**src/rtl/switch_debounce.sv**
```systemverilog
`default_nettype none
// ============================================================================
// Module      : switch_debounce
// Description : Two-bit board switch debouncer. Both raw switch bits are
//               synchronised, then debounced together as one word. A value
//               is accepted only after DEBOUNCE_CYCLES consecutive stable
//               cycles. The accepted word drives the LED pattern mode select.
// Revision    : 1.0 - initial release
// ============================================================================
module switch_debounce #(
    parameter int DEBOUNCE_CYCLES = 1250000
) (
    input  logic       clk,
    input  logic       rst_n,
    input  logic [1:0] switch,
    output logic [1:0] mode,
    output logic       mode_valid,
    output logic       mode_change,
    output logic       settling
);

    localparam int                 CNT_W     = $clog2(DEBOUNCE_CYCLES);
    localparam logic [CNT_W-1:0]   c_CNT_MAX = CNT_W'(DEBOUNCE_CYCLES - 1);

    localparam logic [1:0] c_STARTUP  = 2'd0;
    localparam logic [1:0] c_STABLE   = 2'd1;
    localparam logic [1:0] c_SETTLING = 2'd2;

    logic [1:0]       r_meta;
    logic [1:0]       r_sync;

    logic [1:0]       r_state;
    logic [1:0]       r_cand;
    logic [CNT_W-1:0] r_cnt;
    logic [1:0]       r_acc;
    logic             r_acc_valid;

    logic [1:0]       w_state_nxt;
    logic [1:0]       w_cand_nxt;
    logic [CNT_W-1:0] w_cnt_nxt;
    logic [1:0]       w_acc_nxt;
    logic             w_acc_valid_nxt;

    logic             w_mode_change_d;
    logic             w_settling_d;

    // Two-flop synchroniser on each raw switch bit.
    always_ff @(posedge clk or negedge rst_n) begin
        if (!rst_n) begin
            r_meta <= 2'b00;
            r_sync <= 2'b00;
        end else begin
            r_meta <= switch;
            r_sync <= r_meta;
        end
    end

    // FSM state and debounce datapath registers.
    always_ff @(posedge clk or negedge rst_n) begin
        if (!rst_n) begin
            r_state     <= c_STARTUP;
            r_cand      <= 2'b00;
            r_cnt       <= '0;
            r_acc       <= 2'b00;
            r_acc_valid <= 1'b0;
        end else begin
            r_state     <= w_state_nxt;
            r_cand      <= w_cand_nxt;
            r_cnt       <= w_cnt_nxt;
            r_acc       <= w_acc_nxt;
            r_acc_valid <= w_acc_valid_nxt;
        end
    end

    // Next-state logic: time the candidate word, accept it after a full
    // stable window, reject glitches that fall back to the accepted word.
    always_comb begin
        w_state_nxt     = r_state;
        w_cand_nxt      = r_cand;
        w_cnt_nxt       = r_cnt;
        w_acc_nxt       = r_acc;
        w_acc_valid_nxt = r_acc_valid;
        case (r_state)
            c_STARTUP: begin
                if (r_sync != r_cand) begin
                    w_cand_nxt = r_sync;
                    w_cnt_nxt  = '0;
                end else if (r_cnt == c_CNT_MAX) begin
                    w_acc_nxt       = r_cand;
                    w_acc_valid_nxt = 1'b1;
                    w_state_nxt     = c_STABLE;
                end else begin
                    w_cnt_nxt = r_cnt + CNT_W'(1);
                end
            end
            c_STABLE: begin
                if (r_sync != r_acc) begin
                    w_cand_nxt  = r_sync;
                    w_cnt_nxt   = '0;
                    w_state_nxt = c_SETTLING;
                end
            end
            c_SETTLING: begin
                if (r_sync == r_cand) begin
                    if (r_cnt == c_CNT_MAX) begin
                        w_acc_nxt   = r_cand;
                        w_state_nxt = c_STABLE;
                    end else begin
                        w_cnt_nxt = r_cnt + CNT_W'(1);
                    end
                end else if (r_sync == r_acc) begin
                    // Glitch: input went back to the accepted word.
                    w_state_nxt = c_STABLE;
                end else begin
                    w_cand_nxt = r_sync;
                    w_cnt_nxt  = '0;
                end
            end
            default: begin
                w_state_nxt = c_STARTUP;
                w_cand_nxt  = 2'b00;
                w_cnt_nxt   = '0;
            end
        endcase
    end

    // Output decode: a change pulse only for a new word once already valid,
    // so the first acceptance after reset never pulses.
    always_comb begin
        w_mode_change_d = r_acc_valid && mode_valid && (r_acc != mode);
        w_settling_d    = (r_state == c_SETTLING);
    end

    // Registered outputs.
    always_ff @(posedge clk or negedge rst_n) begin
        if (!rst_n) begin
            mode        <= 2'b00;
            mode_valid  <= 1'b0;
            mode_change <= 1'b0;
            settling    <= 1'b0;
        end else begin
            mode        <= r_acc;
            mode_valid  <= r_acc_valid;
            mode_change <= w_mode_change_d;
            settling    <= w_settling_d;
        end
    end

endmodule
`default_nettype wire

```
**config.mk**
```make
export PLATFORM = sky130hd
export DESIGN_NAME = switch_debounce
export DESIGN_NICKNAME = d
export VERILOG_FILES = /design/src/rtl/switch_debounce.sv
export SDC_FILE = /design/constraint.sdc
export NUM_CORES = 1
export LEC_CHECK = 0
export ABC_AREA = 1
export CELL_PAD_IN_SITES_DETAIL_PLACEMENT = 0
export CELL_PAD_IN_SITES_GLOBAL_PLACEMENT = 1
export CORE_AREA = 2 2 80 82
export CTS_CLUSTER_SIZE = 30
export DETAILED_ROUTE_END_ITERATION = 12
export DIE_AREA = 0 0 82 84
export PLACE_DENSITY_LB_ADDON = 0.1
export REMOVE_ABC_BUFFERS = 1
export SYNTH_ARGS = -nofsm -noshare
export SYNTH_HDL_FRONTEND = slang
export SYNTH_SLANG_ARGS = --single-unit
```
**constraint.sdc**
```tcl
create_clock -name clk -period 1.6 [get_ports clk]
set_input_delay 0.32 -clock clk [delete_from_list [all_inputs] [get_ports clk]]
set_output_delay 0.32 -clock clk [all_outputs]
set_load 0.01 [all_outputs]
```
After elaboration in Yosys (flattened, before gate mapping):

Cells that the tools add are included.

* flip-flop bits (word level): 37
* bits of input ports: 4
* output and inout bits: 5
* word-level logic and storage cells: 59

* add/sub/neg operators: 1
* equal/unequal tests: 16
* muxes and demuxes: 21
* bitwise operators: 1
* reduce and logical (&&, ||, !) cells: 9

Operators by type and width (count)
* $mux W21: 5
* $pmux W21 S3: 1
* $mux W2: 12
* $add A21 B1 Y21 const B: 1
* $eq A21 B21 Y1 const B: 1
* $pmux W2 S3: 2
* $ne A2 B2 Y1 const B: 5
* $reduce_and A3 Y1: 3
* $ne A2 B2 Y1: 3
* $eq A2 B2 Y1: 2
* $pmux W2 S2: 1
* $reduce_and A4 Y1: 1
* $ne A3 B1 Y1 const B: 1
* $ne A3 B3 Y1 const B: 1
* $eq A2 B1 Y1 const B: 1
* $eq A2 B2 Y1 const B: 1
* $logic_and A1 B1 Y1: 2
* $logic_not A2 Y1: 1
* $ne A2 B1 Y1 const B: 1
* $reduce_and A2 Y1: 1
* $reduce_bool A2 Y1: 1
* $not A1 Y1: 1

Depth between registers and ports, before layout:

* depth in word-level cells: 4
* depth in mapped cells: 10
* depth with buffers taken out: 10

Worst setup path after synthesis:

Ideal clock, no wire load.

* path type: register -> register
* from: reg r_cnt[0]
* to: reg r_acc[0]
* setup time: 0.117 ns
* arrival time: 1.344 ns
* data required time: 1.483 ns
* setup slack: 0.139 ns
* stages on the path, launching flop included: 9
* buffers on the path: 0
* period minus slack after synthesis: 1.461 ns
* cells stage by stage: dfrtp_1 > ha_1 > nand3_2 > nor3_2 > nand3_1 > nor2_2 > nand2_2 > nand2_1 > nand2_1

* longest elaborated chain between the ends: 4
* elaborated cells on any way between the ends: 5
* classes of those cells: eq/ne: 1; mux: 4

RTL lines
* start, declared: RTL line 34 `logic [CNT_W-1:0] r_cnt;`
* start signal, assigned: RTL line 69 `r_cnt <= w_cnt_nxt;`
* $eq A21 B21 Y1 *: RTL line 88, 105
* $mux W2 *
* $mux W2 (on tied branches)
* $pmux W2 S2 *
* end signal, assigned: RTL line 70 `r_acc <= w_acc_nxt;`
* end, declared: RTL line 35 `logic [1:0] r_acc;`

Every way passes the cells marked *; elsewhere a longest branch is shown, timed or not. The select of a mux whose other input is x is not followed.
A chain may end at the register's enable or synchronous reset.

Final worst setup path:

* from: reg mode[1]
* to: out mode[1]

RTL lines
* start, declared: RTL line 16 `output logic [1:0] mode,`
* start signal, assigned: RTL line 142 `mode <= r_acc;`

No word-level cell between the ends.

==> results by stage <==
CTS:
- The clock insertion delay at the later pin of the skew report is 290 ps.
- The clock tree from TritonCTS is done.
- Clock-pin slew was measured on the worst setup and hold paths at 70 ps.
- The CTS root buffer is clkbuf_8.
- The TritonCTS sink count is 37.
- Counting the buffers created by CTS gives 5.
- The H-tree generated during clock tree synthesis spans 2 levels.
- The number of buffers on the longest clock path is 2.

STA:
- Based on the critical path, the design can be clocked at up to 0.662 GHz.
- The final cycle utilization of the critical path is 0.944.
- The worst-case clock skew is 14.3 ps.
- Adding up every negative setup slack in the final design gives 0 ps.
- The final hold violation count is 0.
- The final period demand of the worst path is 1510 ps.
- For the pin with the worst max-slew slack, the measured transition is 393 ps.
- Setup violations remaining at the end of the flow were counted as 0.
- The worst pin sits at a relative slew slack of 0.738.
- The worst hold slack across all endpoints is 358 ps.
- The max-slew violation total from the final report came to 0.

Finish:
- In the layout the commonest cells are 91 x nand2_1, 36 x dfrtp_1, 34 x nor2_1, 22 x inv_1, 20 x buf_4.
- Leaving out fill and tap cells, the most frequent cell in the layout is nand2_1.
- The fraction of layout instances using a drive strength above 1 is 0.159.
- The layout net count is 325.
- At the end of the flow the core is filled with cells to 0.427.
- The antenna diode count is 0.
- Summing all non-filler instances in the final layout gives an area of 2600 um2.
- Relative to the synthesized area, the layout overhead comes to 21.4%.

Power:
- Of the total power, registers draw 0.470.
- The worst-case IR drop observed on VDD is 0.000840 V.
- Of the total power, combinational logic draws 0.221.
- For this design the total switching power over the nets is 0.676 mW.
- The cell-internal power is 1.51 mW.
- Power spread over the standard cell area amounts to 839 nW/um2.
- The clock network power share is 0.309.
- The static leakage is 1.13 nW.
- Of the total power, the share spent switching nets is 0.310.
- The total power draw is 2.18 mW.

Drt:
- The post-detailed-route count of antenna-violating nets is 0.
- Detailed routing inserted a total of 1937 vias.
- The first-pass iteration count of the detailed router is 4.
- The detailed router finished its first iteration with 100 violations.
- The via-per-instance ratio is 4.88.
- The average wire per cell in the routed design is 14.3 um.
- Wires add up to 5680 um.
- The final routed DRC violation total is 0.

Floorplan:
- During I/O placement, the number of pins put on the boundary was 9.
- The starting density of the core is 0.352.
- The die extent in y is 84 um.
- After floorplanning, the core was divided into 29 placement rows.
- The die is 82 um wide.
- After floorplanning, the core was sized to cover 6100 um2.
- The area of the die is 6890 um2.

Yosys:
- Synthesis instantiated 26 different standard cells from the library.
- After synthesis, the mean cell area works out to 7.42 um2.
- Of the synthesized area, sequential elements account for 0.432.
- The instance count of the mapped netlist is 289.
- The number of storage elements in the synthesis netlist is 37.
- The area of the mapped netlist is 2140 um2.
- The yosys synthesis warning count is 0.

Worst setup path:
- On the critical path, the stage with the largest delay is an instance of clkdlybuf4s50_1.
- The worst setup path is of the flop to output port kind.
- The largest single stage delay on the critical path is 540 ps.
- Grouping stages by cell kind, the critical path spends the most delay in buffers and inverters.
- The worst setup path is captured at an output port.
- The count of buffer and inverter cells on the critical path is 1.
- STA puts the critical path data required time at 1280 ps.
- The worst endpoint data arrival time is 1190 ps.
- The type of element launching the critical path is a flop.
- In this run the worst path has a maximum fanout of 2.
- The critical path goes through clkdlybuf4s50_1.

GRT:
- The largest net degree at the start of global routing is 23.
- In the global route stage, overall resource usage came out at 0.185.
- The via count of the first global-routing pass is 2066.
- The number of antenna violations at the first check in global routing is 0.
- Summed over all layers, the global routing overflow is 0.
- The wire length of the first global-routing pass is 9660 um.

Status:
- The run finished with clean final reports.

Place:
- Buffers placed on the I/O ports in this run total 8.
- The post-place instance area is 2440 um2.
- The detailed placer's ending HPWL is 4320 um.
- The final RePlAce weighted congestion is 0.791.

Hold path:
- The min-delay analysis places its worst path in the category flop to flop.

Flow run:
- The tool flagged a number of max-cap violations equal to 0.
-- timing repair --
action | in CTS | in global routing
hold buffers | 1 | 0
setup endpoints to repair | 0 | 21
gates resized for setup | 0 | 18
setup buffers | 0 | 1
endpoints found under the hold margin | 15 | 0
-- cell families after synthesis --
| kind of cell | Yosys count | synth area share |
|---|---|---|
| DFF | 37 | 0.432 |
| adders and majority gates | 1 | 0.00584 |
| buffers and inverters | 31 | 0.0613 |
| and+or+nand+nor | 165 | 0.323 |
| xor gates and xnor gates | 17 | 0.0695 |
| AOI/OAI and AO/OA | 38 | 0.109 |
-- layer usage --
metal  wire length [um]  vias to the layer above  GRT usage
li1                   -                      991          -
met1               2610                      920      0.228
met2               2880                       19      0.323
met3                113                        7     0.0303
met4                 74                        0     0.0561
met5                  0                        -          0
-- registers in the layout (all words and copies together) (netlist names) --
| register | count |
|---|---|
| r_cnt | 21 |
| mode | 2 |
| settling | 1 |
| mode_change | 1 |
| r_cand | 2 |
| r_sync | 2 |
| mode_valid | 1 |
| r_acc_valid | 1 |
| r_meta | 2 |
| r_acc | 2 |
| r_state | 2 |
-- stage by stage --
step,worst slack [ps],cells
after CTS,72.4,396
after global routing,-1.90,397
after detailed placement,89.2,388
after floorplan,30.8,283
final,90.2,397
after global placement,95.8,388
-- final timing paths --
path,start,end,slack (ps),cells past startpoint
min in group asynchronous,rst_n,mode_change,490,2
min reg2reg,r_meta[1],r_sync[1],360,0
max,mode[1],mode[1],90,1
max reg2reg,r_cnt[12],r_cnt[2],110,8
min,r_meta[1],r_sync[1],360,0
max in group asynchronous,rst_n,r_cnt[18],650,3
-- synthesized netlist by cell type --
library cell   n  area, um2
nor3_1         6       30.0
inv_2          3       11.3
o21bai_1       1       7.51
nand3_2        1       10.0
xor2_1         8       70.1
o221ai_1       2       17.5
xnor2_1        9       78.8
inv_1         22       82.6
clkbuf_1       1       3.75
ha_1           1       12.5
nand2_1       93        349
nor2_4         1       11.3
nand4_1        5       31.3
dfrtp_1       37        926
nand3_1       14       70.1
buf_2          3       15.0
nand2_2        3       18.8
buf_6          1       11.3
a21oi_1        6       30.0
nor2_2         3       18.8
nor3_2         1       10.0
o211ai_1      13       97.6
o21ai_0       14       70.1
o21ai_1        2       10.0
nor2_1        38        143
buf_4          1       7.51
-- power groups by stage --
stage / registers (mW) / clock network (mW) / logic (mW)
after floorplan: 1.04 / 0 / 0.232
after global placement: 1.05 / 0 / 0.474
after CTS: 1.03 / 0.698 / 0.474
after detailed placement: 1.05 / 0 / 0.472
final: 1.03 / 0.674 / 0.482
after global routing: 1.03 / 0.731 / 0.555
-- area by class of cell --
class | instances | area, um2
Multi-Input combinational cell | 221 | 1140
Timing Repair Buffer | 30 | 255
Clock buffer | 7 | 86.3
Tap cell | 77 | 96.3
Sequential cell | 37 | 927
Inverter | 25 | 100
Fill cell | 647 | 3490
(Power assumes the default switching activity.)
